### src/rtl/video_pos_tracker.sv
// Pixel-position tracker: delays the video stream by DELAY stages and emits aligned hcount/vcount,
// sof/eol/eof strobes and an ROI flag. Define VIDEO_POS_MEASURE_EN to add line/frame measurement outputs.
module video_pos_tracker #(
  parameter int DW     = 24,
  parameter int IW     = 1920,
  parameter int IH     = 1080,
  parameter int CW     = 12,
  parameter int DELAY  = 1,
  parameter int VS_POL = 0
) (
  input  logic          pixelclk,
  input  logic          reset_n,
  input  logic [DW-1:0] i_data,
  input  logic          i_hsync,
  input  logic          i_vsync,
  input  logic          i_de,
  input  logic [CW-1:0] roi_x0,
  input  logic [CW-1:0] roi_x1,
  input  logic [CW-1:0] roi_y0,
  input  logic [CW-1:0] roi_y1,
  output logic [DW-1:0] o_data,
  output logic          o_hsync,
  output logic          o_vsync,
  output logic          o_de,
  output logic [CW-1:0] o_hcount,
  output logic [CW-1:0] o_vcount,
  output logic          o_sof,
  output logic          o_eol,
  output logic          o_eof,
  output logic          o_roi
`ifdef VIDEO_POS_MEASURE_EN
  ,
  output logic [CW-1:0] o_line_width,
  output logic [CW-1:0] o_frame_lines,
  output logic          o_fmt_err
`endif
);

  localparam logic [CW-1:0] CMAX    = '1;
  localparam logic [CW-1:0] IH_LAST = CW'(IH - 1);

  typedef struct packed {
    logic [DW-1:0] data;
    logic          hs;
    logic          vs;
    logic          de;
    logic          roi;
    logic [CW-1:0] h;
    logic [CW-1:0] v;
  } stage_t;

  stage_t        pipe [DELAY];
  stage_t        stage_in;
  logic          vs_act_q;
  logic [CW-1:0] h_cnt, v_cnt;
  logic [CW-1:0] rx0, rx1, ry0, ry1;

  logic          vs_act, frame_start, de_rise, de_fall;
  logic [CW-1:0] h_next, v_next, v_pix;
  logic [DELAY:0] de_ext;

  // Counts are computed on the input side and travel down the pipe with their pixel.
  always_comb begin
    vs_act      = (VS_POL != 0) ? i_vsync : ~i_vsync;
    frame_start = vs_act & ~vs_act_q;
    de_rise     = i_de & ~pipe[0].de;
    de_fall     = ~i_de & pipe[0].de;

    h_next = h_cnt;
    if (de_rise)                    h_next = '0;
    else if (i_de && h_cnt != CMAX) h_next = h_cnt + 1'b1;

    v_pix  = frame_start ? '0 : v_cnt;
    v_next = v_cnt;
    if (frame_start)                   v_next = '0;
    else if (de_fall && v_cnt != CMAX) v_next = v_cnt + 1'b1;

    stage_in      = '0;
    stage_in.data = i_data;
    stage_in.hs   = i_hsync;
    stage_in.vs   = i_vsync;
    stage_in.de   = i_de;
    stage_in.h    = h_next;
    stage_in.v    = v_pix;
    stage_in.roi  = i_de && (rx0 <= h_next) && (h_next <= rx1) &&
                    (ry0 <= v_pix) && (v_pix <= ry1);
  end

  always_ff @(posedge pixelclk or negedge reset_n) begin
    if (!reset_n) begin
      vs_act_q <= 1'b0;
      h_cnt    <= '0;
      v_cnt    <= '0;
      rx0      <= '0;
      rx1      <= '0;
      ry0      <= '0;
      ry1      <= '0;
      for (int k = 0; k < DELAY; k++) pipe[k] <= '0;
    end else begin
      vs_act_q <= vs_act;
      h_cnt    <= h_next;
      v_cnt    <= v_next;
      if (frame_start) begin
        rx0 <= roi_x0;
        rx1 <= roi_x1;
        ry0 <= roi_y0;
        ry1 <= roi_y1;
      end
      pipe[0] <= stage_in;
      for (int k = 1; k < DELAY; k++) pipe[k] <= pipe[k-1];
    end
  end

  // de of the output pixel's successor sits one stage earlier (the raw input when DELAY is 1).
  always_comb begin
    de_ext    = '0;
    de_ext[0] = i_de;
    for (int k = 0; k < DELAY; k++) de_ext[k+1] = pipe[k].de;
  end

  assign o_data   = pipe[DELAY-1].data;
  assign o_hsync  = pipe[DELAY-1].hs;
  assign o_vsync  = pipe[DELAY-1].vs;
  assign o_de     = pipe[DELAY-1].de;
  assign o_hcount = pipe[DELAY-1].h;
  assign o_vcount = pipe[DELAY-1].v;
  assign o_roi    = pipe[DELAY-1].roi;
  assign o_sof    = o_de && (o_hcount == '0) && (o_vcount == '0);
  assign o_eol    = de_ext[DELAY] & ~de_ext[DELAY-1];
  assign o_eof    = o_eol && (o_vcount == IH_LAST);

`ifdef VIDEO_POS_MEASURE_EN
  logic [CW-1:0] lw_q, fl_q, lw_next;
  logic          fe_q;

  always_comb begin
    lw_next = lw_q;
    if (de_fall) lw_next = (h_cnt == CMAX) ? CMAX : h_cnt + 1'b1;
  end

  always_ff @(posedge pixelclk or negedge reset_n) begin
    if (!reset_n) begin
      lw_q <= '0;
      fl_q <= '0;
      fe_q <= 1'b0;
    end else begin
      lw_q <= lw_next;
      if (frame_start) begin
        fl_q <= v_cnt;
        fe_q <= (lw_next != CW'(IW)) || (v_cnt != CW'(IH));
      end
    end
  end

  assign o_line_width  = lw_q;
  assign o_frame_lines = fl_q;
  assign o_fmt_err     = fe_q;
`endif

endmodule

### config.mk
export PLATFORM = sky130hd
export DESIGN_NAME = video_pos_tracker
export DESIGN_NICKNAME = d
export VERILOG_FILES = /design/src/rtl/video_pos_tracker.sv
export SDC_FILE = /design/constraint.sdc
export NUM_CORES = 1
export LEC_CHECK = 0
export ABC_AREA = 1
export BUFFER_PORTS_ARGS = -buffer_cell sky130_fd_sc_hd__buf_2
export CAP_MARGIN = 15
export CORE_ASPECT_RATIO = 1.5
export CORE_MARGIN = 3
export CORE_UTILIZATION = 49
export CTS_BUF_LIST = sky130_fd_sc_hd__clkbuf_8 sky130_fd_sc_hd__clkbuf_16
export DETAILED_ROUTE_END_ITERATION = 16
export PLACE_DENSITY = 0.75
export SKIP_LAST_GASP = 1
export SLEW_MARGIN = 20
export SYNTH_ARGS = -nofsm -noshare
export SYNTH_HDL_FRONTEND = slang
export SYNTH_SLANG_ARGS = --single-unit
### constraint.sdc
create_clock -name pixelclk -period 2.4 [get_ports pixelclk]
set_input_delay 0.36 -clock pixelclk [delete_from_list [all_inputs] [get_ports pixelclk]]
set_output_delay 0.36 -clock pixelclk [all_outputs]
set_load 0.005 [all_outputs]
== After elaboration in Yosys (flattened, before gate mapping) ==
Cells that the tools add are included.

* $lt $le $gt $ge: 4
* Bitwise logic cells: 7
* Equality and inequality tests: 3
* Reduce and logical (&&, ||, !) cells: 12
* Mux-type cells: 5
* Add/sub/neg operators: 2

{| class="wikitable"
|+ Operators with widths
! kind !! number
|-
| $mux W12 || 5
|-
| $le A12 B12 Y1 || 4
|-
| $add A12 B1 Y12 const B || 2
|-
| $logic_not A12 Y1 || 2
|-
| $ne A12 B12 Y1 const B || 2
|-
| $eq A12 B11 Y1 const B || 1
|-
| $logic_and A1 B1 Y1 || 9
|-
| $not A1 Y1 || 4
|-
| $and A1 B1 Y1 || 3
|-
| $reduce_bool A2 Y1 || 1
|}

* Register bits after elaboration: 113
* Input bits: 77
* Word-level logic and storage cells: 46
* Output and inout bits: 55

== Logic depth before layout (Yosys ltp) ==
* Depth after elaboration: 9
* Depth in mapped cells: 20

== Worst setup path after synthesis ==
OpenSTA, ideal clock, no wires.

* Path type: flip-flop to flip-flop
* Start: reg h_cnt[0]
* End: reg pipe (netlist bit o_roi)
* Stages on the path, launching flop included: 19
* Arrival: 2.260 ns
* Clock period less this slack: 2.374 ns
* Data required time: 2.286 ns
* Path slack: 0.026 ns
* Library setup time: 0.114 ns
* Cell sequence: dfrtp_1 -> ha_1 -> nand2_1 -> nor3_4 -> nand3b_4 -> nand2_4 -> buf_8 -> nand2_1 -> nand2_1 -> nand2_1 -> ha_1 -> nand2_1 -> nor2_1 -> and2_1 -> nand2_1 -> nand3_1 -> nand2_1 -> nand3_1 -> nor2_1

{| class="wikitable"
|+ RTL lines
! item !! line !! RTL
|-
| from (decl) || 55 || <nowiki>logic [CW-1:0] h_cnt, v_cnt;</nowiki>
|-
| from (signal assigned) || 101 || <nowiki>h_cnt <= h_next;</nowiki>
|-
| to (decl) || 52 || <nowiki>stage_t pipe [DELAY];</nowiki>
|}

==> flow_summary.yaml <==
status:
  status: "finished with violations"
  violations: "setup timing"
setup_path:
  crit_type: "reg2reg"
  worst-path-max-fanout: 4
  critPathCaptureType: "flip-flop"
  crit_top_cell: "nand2_1"
  cp_data_arrival_time_ns: 2.76
  cp_slowest_stage_delay_ns: 0.35
  crit_slowest_cell: "dfrtp_1"
  worstPathRequired_ns: 2.74
  critPathLaunchType: "flip-flop"
  cp_cell_sequence: "buf_4 > inv_1 > nor3_2 > buf_4 > nand2_2 > xnor2_2 > nand2_1 > a21oi_2 > ha_4 > a21oi_1 > nand2_1 > nand2_1 > nand3_1 > nand2_1 > nand2_1 > nor2_1"
global_route:
  grt_antenna_before_repair: 0
  grt_remaining_overflow: 0
  grt_pass1_wl_um: 25500
  grt_max_degree: 60
  grt_pass1_vias: 5453
  grt_usage: 0.252
synthesis:
  synth_top_area_cell: "dfrtp_1"
  synthArstFlopShare: 1.00
  netlist_area_mm2: 0.00575
  synthTopCellsByCount: "215 x nand2_1, 113 x dfrtp_1, 90 x inv_1, 51 x ha_1, 41 x nor2_1"
  syn-num-nets: 809
  yosysWarningCount: 0
  syn-mean-instance-area_um2: 8.45
  synth_top_area_frac: 0.491
  yosysSeqAreaShare: 0.491
  yosysUniqueCellTypes: 33
  yosysMostFrequentCell: "nand2_1"
  synthCells: 681
  ys_dominant_reg_cell: "dfrtp_1"
  synth_edf_count: 0
  synth.area.top_cells: "dfrtp_1 49%, nand2_1 14%, ha_1 11%"
  synth_seq_cells: 113
floorplanning:
  die_w_um: 94.5
  row_count: 47
  dieArea_mm2: 0.0131
  coreArea_mm2: 0.0112
  die_h_um: 139
  top_level_ports: 132
  initial_core_util: 0.512
detailed_routing:
  drc: 0
  wl_per_cell_um: 15.7
  dr.pass1.iters: 5
  vias_per_cell: 5.20
  drt_iter0_drc: 236
  ant_nets: 0
  wirelength_um: 15800
  vias: 5232
cts:
  numCtsBuffers: 17
  clk_latency_ns: 0.41
  path_clk_slew_ns: 0.05
  clk_path_buf_depth: 2
  tritoncts: "yes"
  clock_sinks: 113
  cts_root_buf: "clkbuf_16"
  ctsHtreeMaxLevel: 4
pwr:
  cellPowerDensity_mw_per_mm2: 727
  ir_drop_uv: 542
  total_power_mw: 5.47
  p_leak_nw: 4.07
timing:
  timing.fmax_mhz: 412
  final.setup.tns_ns: -0.0247
  rsz0062_at_grt: "true"
  maxSlewViolCount: 0
  hold_viol_final: 0
  period_share: 1.01
  slew_headroom: 0.590
  fin_crit_ns: 2.42
  setup_viol: 1
  finClkSkew_ns: 0.00888
  setup_ws_ns: -0.0247
  worstMarginPinSlew_ns: 0.614
placed_design:
  port_buffers: 131
  dp_hpwl_um: 11800
  gp_congestion: 0.912
finish:
  final_util: 0.671
  n_antenna_cell: 0
  drive_gt1_frac: 0.277
  layout.nets: 976
  area_growth_syn_to_layout_pct: 30.9
hold_path:
  hold_class: "in2reg"
flow_run:
  max_cap_viol_count: 0
[path summary, 6_finish.rpt]
kind	start	end	slack [ns]	cells after the start
max in group asynchronous	reset_n	v_cnt[6]	1.20	3
setup / recovery	h_cnt[1]	o_roi	-0.02	16
hold reg to reg	ry0[8]	ry0[8]	0.48	2
setup reg to reg	h_cnt[1]	o_roi	-0.02	16
hold / removal	i_data[8]	o_data[8]	0.06	1
min in group asynchronous	reset_n	o_data[17]	0.50	2
[critical path, delay by kind of cell, from the launching register on]
family                     cells  cell delay [ns]
AOI/OAI and AO/OA              2             0.43
xor gates and xnor gates       1             0.17
adders and majority gates      1             0.26
buffers and inverters          3             0.37
DFF                            1             0.35
and+or+nand+nor                9             0.76
[flip-flops by register name, indices dropped and copies added (netlist names)]
signal / flops
ry0: 12
o_roi: 1
o_de: 1
o_data: 24
o_vsync: 1
ry1: 12
v_cnt: 12
h_cnt: 12
o_hsync: 1
o_vcount: 12
rx1: 12
rx0: 12
vs_act_q: 1
[layout by cell type (no fill, tap or decap), drive strengths merged]
master / instances
or2: 1
clkinvlp: 3
o21bai: 1
o21a: 2
and2: 1
clkbuf: 18
xor2: 3
nor2b: 1
a21oi: 16
xnor2: 2
o21ai: 37
nand2: 223
dlygate4sd3: 1
nor3b: 1
bufinv: 3
nand3b: 1
dfrtp: 113
nand3: 24
nor3: 15
a21o: 2
buf: 162
inv: 101
clkinv: 4
nand4: 26
ha: 51
nor4: 5
nor2: 43
[where the power goes]
part / switching [mW] / internal, mW / leakage [nW]
clock network: 0.846 / 1.63 / 0.291
logic: 0.499 / 0.357 / 2.35
registers: 0.0813 / 2.06 / 1.43
[repair_timing]
action / CTS / global route
hold buffers: 1 / 0
setup endpoints to repair: 1 / 1
endpoints found under the hold margin: 44 / 0
pin swaps: 14 / 20
resized for setup: 11 / 18
buffers inserted: 6 / 3
[cells by family after synthesis]
logic type      Yosys count  synth area share
fa+ha+maj                51             0.111
flops                   113             0.491
xor+xnor                  5           0.00761
compound gates           58            0.0546
simple gates            341             0.256
buf+inv                 113            0.0791
[stage by stage]
| step | instance area (um2) | setup WS, ns | cells | hold slack, ns |
|---|---|---|---|---|
| final | 7530 | -0.0247 | 1007 | 0.0560 |
| after global routing | 7530 | -0.243 | 1007 | 0.0434 |
| after CTS | 7400 | -0.0159 | 1004 | 0.0424 |
| after detailed placement | 6690 | -0.0628 | 966 | 0.412 |
| after global placement | 6690 | -0.0217 | 966 | 0.403 |
| after floorplan | 5750 | 0.0258 | 681 | 0.0644 |
[cell type report]
| class | count | area, um2 |
|---|---|---|
| repair buffers | 163 | 921 |
| inverters | 98 | 375 |
| fillers | 918 | 3700 |
| multi-input cells | 455 | 2640 |
| clock inverters | 13 | 148 |
| flip-flops and latches | 113 | 2830 |
| well taps | 147 | 184 |
| clock buffers | 18 | 439 |
[per-layer routing]
metal / share of wire / vias up / global-route usage
met2: 0.55 / 195 / 0.447
met5: 0 / - / 0
li1: - / 2510 / -
met3: 0.047 / 53 / 0.0467
met4: 0.047 / 0 / 0.143
met1: 0.36 / 2474 / 0.274
Power figures use the tool's default switching activity.
